File: config.mk
export PLATFORM = sky130hd
export DESIGN_NAME = mips_ctrl_pipe_flat
export DESIGN_NICKNAME = d
export VERILOG_FILES = /design/src/rtl/mips_ctrl_pipe_if.sv /design/src/rtl/mips_ctrl_pipe.sv /design/src/flat_wrapper.sv
export SDC_FILE = /design/constraint.sdc
export NUM_CORES = 1
export LEC_CHECK = 0
export ABC_AREA = 1
export BUFFER_PORTS_ARGS = -buffer_cell sky130_fd_sc_hd__buf_2
export CAP_MARGIN = 40
export CORE_UTILIZATION = 50
export CTS_CLUSTER_SIZE = 12
export DETAILED_ROUTE_END_ITERATION = 8
export PLACE_DENSITY = 0.8
export REMOVE_ABC_BUFFERS = 1
export SLEW_MARGIN = 15
export SYNTH_ARGS = -nofsm -noshare
export SYNTH_HDL_FRONTEND = slang
export SYNTH_SLANG_ARGS = --single-unit
export TNS_END_PERCENT = 1
File: constraint.sdc
create_clock -name clk -period 1.7 [get_ports clk]
set_clock_uncertainty 0.05 [all_clocks]
set_input_delay 0.085 -clock clk [delete_from_list [all_inputs] [get_ports clk]]
set_output_delay 0.085 -clock clk [all_outputs]
set_load 0.01 [all_outputs]
File: src/rtl/mips_ctrl_pipe_if.sv
// Bus bundle for the MIPS main-control decoder and its control pipeline.
// The master side presents ID-stage fields and per-stage stall/flush; the
// slave side returns the ID hold request and the packed stage control words.
interface mips_ctrl_pipe_if #(
   parameter int STAGES = 3
);
   logic                  id_valid;
   logic [5:0]            op;
   logic [4:0]            rs;
   logic [4:0]            rt;
   logic [4:0]            rd;
   logic [STAGES-1:0]     stall;
   logic [STAGES-1:0]     flush;
   logic                  id_stall;
   logic [15*STAGES-1:0]  stage_q;

   modport master (
      output id_valid, op, rs, rt, rd, stall, flush,
      input  id_stall, stage_q
   );

   modport slave (
      input  id_valid, op, rs, rt, rd, stall, flush,
      output id_stall, stage_q
   );
endinterface

File: src/rtl/mips_ctrl_pipe.sv
// Main-control decoder plus a STAGES-deep control pipeline (EX, MEM, WB, ...).
// Each stage has its own stall and flush; a load in EX whose destination is
// read by the ID instruction inserts exactly one bubble into EX.
module mips_ctrl_pipe #(
   parameter int STAGES   = 3,
   parameter int LINK_REG = 31
) (
   input logic             clk,
   input logic             rst,
   mips_ctrl_pipe_if.slave bus
);

   localparam logic [5:0] OP_R      = 6'b000000;
   localparam logic [5:0] OP_REGIMM = 6'b000001;
   localparam logic [5:0] OP_J      = 6'b000010;
   localparam logic [5:0] OP_JAL    = 6'b000011;
   localparam logic [5:0] OP_BEQ    = 6'b000100;
   localparam logic [5:0] OP_BNE    = 6'b000101;
   localparam logic [5:0] OP_BLEZ   = 6'b000110;
   localparam logic [5:0] OP_BGTZ   = 6'b000111;
   localparam logic [5:0] OP_LUI    = 6'b001111;
   localparam logic [5:0] OP_LW     = 6'b100011;
   localparam logic [5:0] OP_SW     = 6'b101011;
   localparam logic [4:0] LINK      = 5'(LINK_REG);

   // Field order matches the 15-bit slice layout of stage_q.
   typedef struct packed {
      logic [4:0] wreg;
      logic       valid;
      logic       jump;
      logic       mem_to_reg;
      logic       mem_write;
      logic       jal;
      logic       bal;
      logic       branch;
      logic       alusrc;
      logic       regdst;
      logic       regwrite;
   } ctrl_t;

   logic  is_r, is_regimm, is_j, is_jal, is_cond_br, is_imm, is_lui;
   logic  is_lw, is_sw, is_beq_bne, is_link_rt;
   logic  uses_rs, uses_rt, load_use;
   logic  [STAGES-1:0] hold;
   ctrl_t dec;
   ctrl_t id_word;
   ctrl_t s0;
   ctrl_t stage_r [STAGES];

   assign is_r       = (bus.op == OP_R);
   assign is_regimm  = (bus.op == OP_REGIMM);
   assign is_j       = (bus.op == OP_J);
   assign is_jal     = (bus.op == OP_JAL);
   assign is_beq_bne = (bus.op == OP_BEQ) | (bus.op == OP_BNE);
   assign is_cond_br = is_beq_bne | (bus.op == OP_BLEZ) | (bus.op == OP_BGTZ);
   assign is_imm     = (bus.op[5:3] == 3'b001);
   assign is_lui     = (bus.op == OP_LUI);
   assign is_lw      = (bus.op == OP_LW);
   assign is_sw      = (bus.op == OP_SW);
   // BLTZAL (10000) and BGEZAL (10001) are the only linking REGIMM forms.
   assign is_link_rt = is_regimm & (bus.rt[4:1] == 4'b1000);

   assign uses_rs = ~(is_j | is_jal | is_lui);
   assign uses_rt = is_r | is_beq_bne | is_sw;

   // Decode the ID-stage fields into a raw control word and destination.
   always_comb begin
      // NOTE: default every field first so no path leaves a signal unassigned,
      // which would otherwise infer a latch.
      dec            = '0;
      dec.jump       = is_j | is_jal;
      dec.jal        = is_jal;
      dec.bal        = is_link_rt;
      dec.mem_to_reg = is_lw;
      dec.mem_write  = is_sw;
      dec.branch     = is_cond_br | is_regimm;
      dec.alusrc     = is_lw | is_sw | is_imm;
      dec.regdst     = is_r;
      if (dec.jal || dec.bal)
         dec.wreg = LINK;
      else if (dec.regdst)
         dec.wreg = bus.rd;
      else
         dec.wreg = bus.rt;
      // Writes to $0 are dropped here so downstream forwarding never sees them.
      dec.regwrite = (is_r | is_lw | is_imm | is_jal | is_link_rt) & (dec.wreg != 5'd0);
   end

   // Gate the control bits with id_valid so an ID bubble travels as a no-op.
   always_comb begin
      id_word       = dec;
      id_word.valid = bus.id_valid;
      id_word[8:0]  = dec[8:0] & {9{bus.id_valid}};
   end

   // A stalled stage freezes itself and every stage upstream of it.
   always_comb begin
      hold = '0;
      for (int i = 0; i < STAGES; i++)
         hold[i] = |(bus.stall >> i);
   end

   assign s0       = stage_r[0];
   assign load_use = bus.id_valid & s0.valid & s0.mem_to_reg & s0.regwrite &
                     ((uses_rs & (bus.rs == s0.wreg)) | (uses_rt & (bus.rt == s0.wreg)));
   assign bus.id_stall = load_use | hold[0];

   for (genvar g = 0; g < STAGES; g++) begin : g_out
      assign bus.stage_q[g*15 +: 15] = stage_r[g];
   end

   // Advance the control pipeline: reset, then flush, then hold, then load.
   always_ff @(posedge clk) begin
      // NOTE: sequential state uses non-blocking assignments so every stage
      // samples its upstream neighbour's pre-edge value.
      if (rst) begin
         // NOTE: these are a handful of flops, not a RAM, so every stage is
         // cleared by reset and a bubble is guaranteed from the first edge.
         for (int i = 0; i < STAGES; i++)
            stage_r[i] <= '0;
      end else begin
         if (bus.flush[0])
            stage_r[0] <= '0;
         else if (!hold[0])
            stage_r[0] <= load_use ? ctrl_t'('0) : id_word;
         for (int i = 1; i < STAGES; i++) begin
            if (bus.flush[i])
               stage_r[i] <= '0;
            else if (!hold[i])
               stage_r[i] <= hold[i-1] ? ctrl_t'('0) : stage_r[i-1];
         end
      end
   end

endmodule

File: src/flat_wrapper.sv
// flat-port wrapper written by rule: the top's interface ports become plain ports
module mips_ctrl_pipe_flat 
#(
   parameter int STAGES   = 3,
   parameter int LINK_REG = 31
)
  (clk, rst, bus_id_valid, bus_op, bus_rs, bus_rt, bus_rd, bus_stall, bus_flush, bus_id_stall, bus_stage_q);
  mips_ctrl_pipe_if #(.STAGES(STAGES)) bus_i ();
  input logic clk;
  input logic rst;
  input wire logic [$bits(bus_i.id_valid)-1:0] bus_id_valid;
  input wire logic [$bits(bus_i.op)-1:0] bus_op;
  input wire logic [$bits(bus_i.rs)-1:0] bus_rs;
  input wire logic [$bits(bus_i.rt)-1:0] bus_rt;
  input wire logic [$bits(bus_i.rd)-1:0] bus_rd;
  input wire logic [$bits(bus_i.stall)-1:0] bus_stall;
  input wire logic [$bits(bus_i.flush)-1:0] bus_flush;
  output wire logic [$bits(bus_i.id_stall)-1:0] bus_id_stall;
  output wire logic [$bits(bus_i.stage_q)-1:0] bus_stage_q;
  assign bus_i.id_valid = bus_id_valid;
  assign bus_i.op = bus_op;
  assign bus_i.rs = bus_rs;
  assign bus_i.rt = bus_rt;
  assign bus_i.rd = bus_rd;
  assign bus_i.stall = bus_stall;
  assign bus_i.flush = bus_flush;
  assign bus_id_stall = bus_i.id_stall;
  assign bus_stage_q = bus_i.stage_q;
  mips_ctrl_pipe #(.STAGES(STAGES), .LINK_REG(LINK_REG)) u_core (.clk(clk), .rst(rst), .bus(bus_i));
endmodule
==> qor.log <==
[status] run status completed
[yosys] part of the Yosys area used for sequential elements 0.609
[floorplanning] die span in x 68.6 um
[power] leakage component of the power 0.00140 uW
[yosys] fraction of synthesized cell area taken by the top area cell type 0.609
[grt] wire length of the first global-routing pass 6.87 mm
[clock_tree] Worst-Skew Late Latency 0.29 ns
[worst_setup_path] Critical Path RT 1.56 ns
[floorplanning] count of standard-cell rows 23
[placed_design] placed insts 371
[grt] combined global-route utilization of all metal layers 0.204
[sta] post-route minimum period 1.70 ns
[power] switching pwr 537 uW
[worst_setup_path] critical path peak fanout 4
[sta] final-layout setup total negative slack 0 ns
[yosys] Syn Std Cell Area 2220 um2
[cells_and_area] number of flip-flops in the largest register 45
[power] Combinational Power Share 0.124
[run] max-cap violations 0
[yosys] Most used DFF post-synth sky130_fd_sc_hd__edfxtp_1
[yosys] share of synthesized registers carrying an async set or reset 0
[yosys] flip-flop and latch count after synthesis 45
[sta] Slew @ Worst Pin 0.595 ns
[worst_hold_path] Hold Crit Class in -> reg
[yosys] cell taking the most area after synthesis sky130_fd_sc_hd__edfxtp_1
[clock_tree] quantity of hold-fixing buffers added after cts 0
[placed_design] count of buffers from port buffering 75
[worst_setup_path] flop2flop setup slack 0.03 ns
[detailed_routing] count of routing violations after the opening detailed-route iteration 114
[worst_setup_path] arrival time reported for the critical path endpoint 1.56 ns
[worst_setup_path] capturing element type of the critical path primary output
[worst_setup_path] type of element launching the critical path flop
[detailed_routing] routed wire length on met2 2.14 mm
[floorplanning] die area 4700 um2
[placed_design] total half-perimeter wirelength after legalization and detailed placement 3.45 mm
[floorplanning] num ports 76
[detailed_routing] routed len/inst 11.6 um
[cells_and_area] non-filler cells in the finished layout 383
[power] worst-case vdd ir drop 387 uV
[detailed_routing] via count 1801
[power] cell-internal power 1660 uW
[grt] pin count of the biggest net entering global routing 16
[cells_and_area] proportion of layout cells with a drive suffix above 1 0.300
[yosys] average cell area after synthesis 9.05 um2
[clock_tree] clock transition at the registers of the reported paths 0.08 ns
[power] switching fraction of total power 0.244
[cells_and_area] number of filler instances in the final layout 317
[worst_setup_path] Worst R2R End u_core.stage_r[0][7]
[detailed_routing] number of nets with antenna violations after detailed routing 0
[detailed_routing] Top Metal Used met4
[sta] fin. max-slew vios 0
[placed_design] routability-driven placement congestion ratio 0.862
[floorplanning] height of the die 68.6 um
[worst_hold_path] Hold Crit Endpoint u_core.stage_r[0][9]
[worst_hold_path] cell depth of the worst min-delay path 3
[yosys] Commonest cells post-synth sky130_fd_sc_hd__nor2_1, sky130_fd_sc_hd__inv_1, sky130_fd_sc_hd__edfxtp_1
[cells_and_area] Nets 362
[cells_and_area] register containing the most flip-flops in the final layout u_core.stage_r
[power] Clock Power Share 0.286
[sta] Max-slew headroom 0.602
[worst_setup_path] critical register-to-register path startpoint u_core.stage_r[0][14]
[clock_tree] CTS Buf Count 5
[cells_and_area] number of antenna cells inserted 0
[clock_tree] clock root buffer master sky130_fd_sc_hd__clkbuf_8
[cells_and_area] synthesis-to-layout area growth 26.9%
[sta] final period utilization 0.998
[grt] antenna violations before repair 0
[sta] unrepaired setup endpoints after global routing true
[cells_and_area] utilization after layout 0.683
[power] sequential share of power 0.591
[detailed_routing] met3 layer wire length in the routed design 348 um
[worst_hold_path] origin of the worst min-delay path bus_id_valid
[yosys] Ys Warns 0
[worst_setup_path] path depth of the worst reg2reg path 11
[clock_tree] CTS HTree Levels 2
[floorplanning] Initial Util 0.539
[sta] Hold Violations, Final 0
[power] Pwr Density 782 nW/um2
[cells_and_area] Regs by FF count u_core.stage_r: 45 flops
[clock_tree] Clock Sinks 45
[yosys] number of distinct library cell variants in the gate-level netlist after synthesis 21
[placed_design] placed inst area 2670 um2
[detailed_routing] wl on met1 1.90 mm
[detailed_routing] total length of routed wires 4.46 mm
[yosys] dominant cell by count in the synthesized netlist sky130_fd_sc_hd__nor2_1
[sta] Worst Hold Slack 0.172 ns
[detailed_routing] DR pass1 iterations 4
[clock_tree] clock buffer depth 2
[clock_tree] clock tree from TritonCTS yes
[floorplanning] Core Footprint 4120 um2
[grt] GR Overflow Total 0
[detailed_routing] post-DR vias/cell 4.70
[sta] endpoints failing setup 0
[detailed_routing] number of design rule violations left after detail routing 0
[yosys] cell count after synthesis 245
[worst_setup_path] kind of critical path reg -> out
[sta] Peak Freq 590 MHz
[cells_and_area] area of all placed cells without fillers 2810 um2
[yosys] top cells by area, synth sky130_fd_sc_hd__edfxtp_1, sky130_fd_sc_hd__nor2_1, sky130_fd_sc_hd__inv_1
[grt] via count of the first global-routing pass 1539
[yosys] number of synthesized flops with an enable pin 45
layout by cell type (no fill, tap or decap):
master	synthesis	layout
sky130_fd_sc_hd__nand2_4	0	1
sky130_fd_sc_hd__o21ai_1	1	1
sky130_fd_sc_hd__clkinv_4	0	1
sky130_fd_sc_hd__a31oi_1	1	1
sky130_fd_sc_hd__nand3_2	1	1
sky130_fd_sc_hd__nor4_1	1	1
sky130_fd_sc_hd__edfxtp_1	45	45
sky130_fd_sc_hd__buf_4	0	6
sky130_fd_sc_hd__buf_2	0	74
sky130_fd_sc_hd__nor2_2	1	2
sky130_fd_sc_hd__nand4_1	3	3
sky130_fd_sc_hd__clkinv_1	0	1
sky130_fd_sc_hd__o21ai_0	1	1
sky130_fd_sc_hd__a21oi_1	1	1
sky130_fd_sc_hd__buf_6	0	1
sky130_fd_sc_hd__inv_2	0	1
sky130_fd_sc_hd__nor2_1	66	65
sky130_fd_sc_hd__nor2_4	2	2
sky130_fd_sc_hd__nand3_4	1	2
sky130_fd_sc_hd__nand3_1	10	10
sky130_fd_sc_hd__clkinv_2	0	1
sky130_fd_sc_hd__xnor2_1	4	4
sky130_fd_sc_hd__nor3_2	1	1
sky130_fd_sc_hd__nand2_2	2	2
sky130_fd_sc_hd__nor3_1	2	2
sky130_fd_sc_hd__xor2_1	3	3
sky130_fd_sc_hd__clkbuf_8	0	5
sky130_fd_sc_hd__nand2_1	36	35
sky130_fd_sc_hd__inv_1	61	60
critical path, stage by stage (launching register included):
cell and delay, ns:
sky130_fd_sc_hd__edfxtp_1 0.47, sky130_fd_sc_hd__inv_2 0.09, sky130_fd_sc_hd__nand2_1 0.05, sky130_fd_sc_hd__nand2_1 0.06, sky130_fd_sc_hd__nand2_1 0.06, sky130_fd_sc_hd__nor2_2 0.12, sky130_fd_sc_hd__nand3_1 0.07, sky130_fd_sc_hd__nand2_1 0.08
sky130_fd_sc_hd__nand2_2 0.07, sky130_fd_sc_hd__nand2_2 0.09, sky130_fd_sc_hd__buf_6 0.10
power by group through the flow:
| stage | Sequential, uW | Clock [uW] | Combinational, uW |
|---|---|---|---|
| 2_1_floorplan | 1350 | 0 | 109 |
| 3_3_place_gp | 1320 | 0 | 258 |
| 3_5_place_dp | 1320 | 0 | 264 |
| 4_1_cts | 1300 | 643 | 270 |
| 5_1_grt | 1310 | 688 | 306 |
| 6_report | 1300 | 628 | 272 |
kinds of logic (layout without fill, tap and decap cells):
group	count (synthesis)	after routing	synth area share
buffers and inverters	63	150	0.107
XOR/XNOR	7	7	0.0277
AND/OR/NAND/NOR	126	127	0.247
AO/OA/AOI/OAI	4	4	0.00959
flip-flops	45	45	0.609
layer usage:
metal | GRT usage | vias to the layer above
met5 | 0 | -
met4 | 0.0781 | 0
met3 | 0.0493 | 8
met2 | 0.339 | 77
met1 | 0.256 | 792
li1 | - | 924
final cells by class:
class,count,area [um2],share of cell area
Multi-Input combinational cell,138,657,0.234
Clock inverter,3,17.5,0.00623
Inverter,61,229,0.0814
Tap cell,50,62.6,0.0222
Timing Repair Buffer,81,427,0.152
Sequential cell,45,1350,0.480
Clock buffer,5,68.8,0.0245
how the worst max path moves through the flow:
stage / startpoint / end / cells past startpoint
2_1_floorplan: u_core.stage_r[0][10] / u_core.stage_r[0][1] / 8
3_5_place_dp: u_core.stage_r[0][14] / u_core.stage_r[0][7] / 10
6_report: u_core.stage_r[0][14] / bus_id_stall / 10
4_1_cts: u_core.stage_r[0][14] / bus_id_stall / 10
5_1_grt: u_core.stage_r[0][14] / bus_id_stall / 10
3_3_place_gp: u_core.stage_r[0][13] / u_core.stage_r[0][2] / 10
metrics by stage:
step                      total power [uW]  setup WS, ns
final                                 2200       0.00417
after detailed placement              1590         0.122
after global routing                  2300        -0.135
after CTS                             2210        0.0115
after global placement                1580         0.155
after floorplan                       1460         0.249
what timing repair did:
action	in CTS	in global routing
gates resized for setup	2	4
pin swaps	0	6
hold endpoints to repair	0	0
buffers inserted	3	0
setup endpoints to repair	1	16
gates cloned	0	1
No activity file was read; power rests on OpenSTA's default activity.
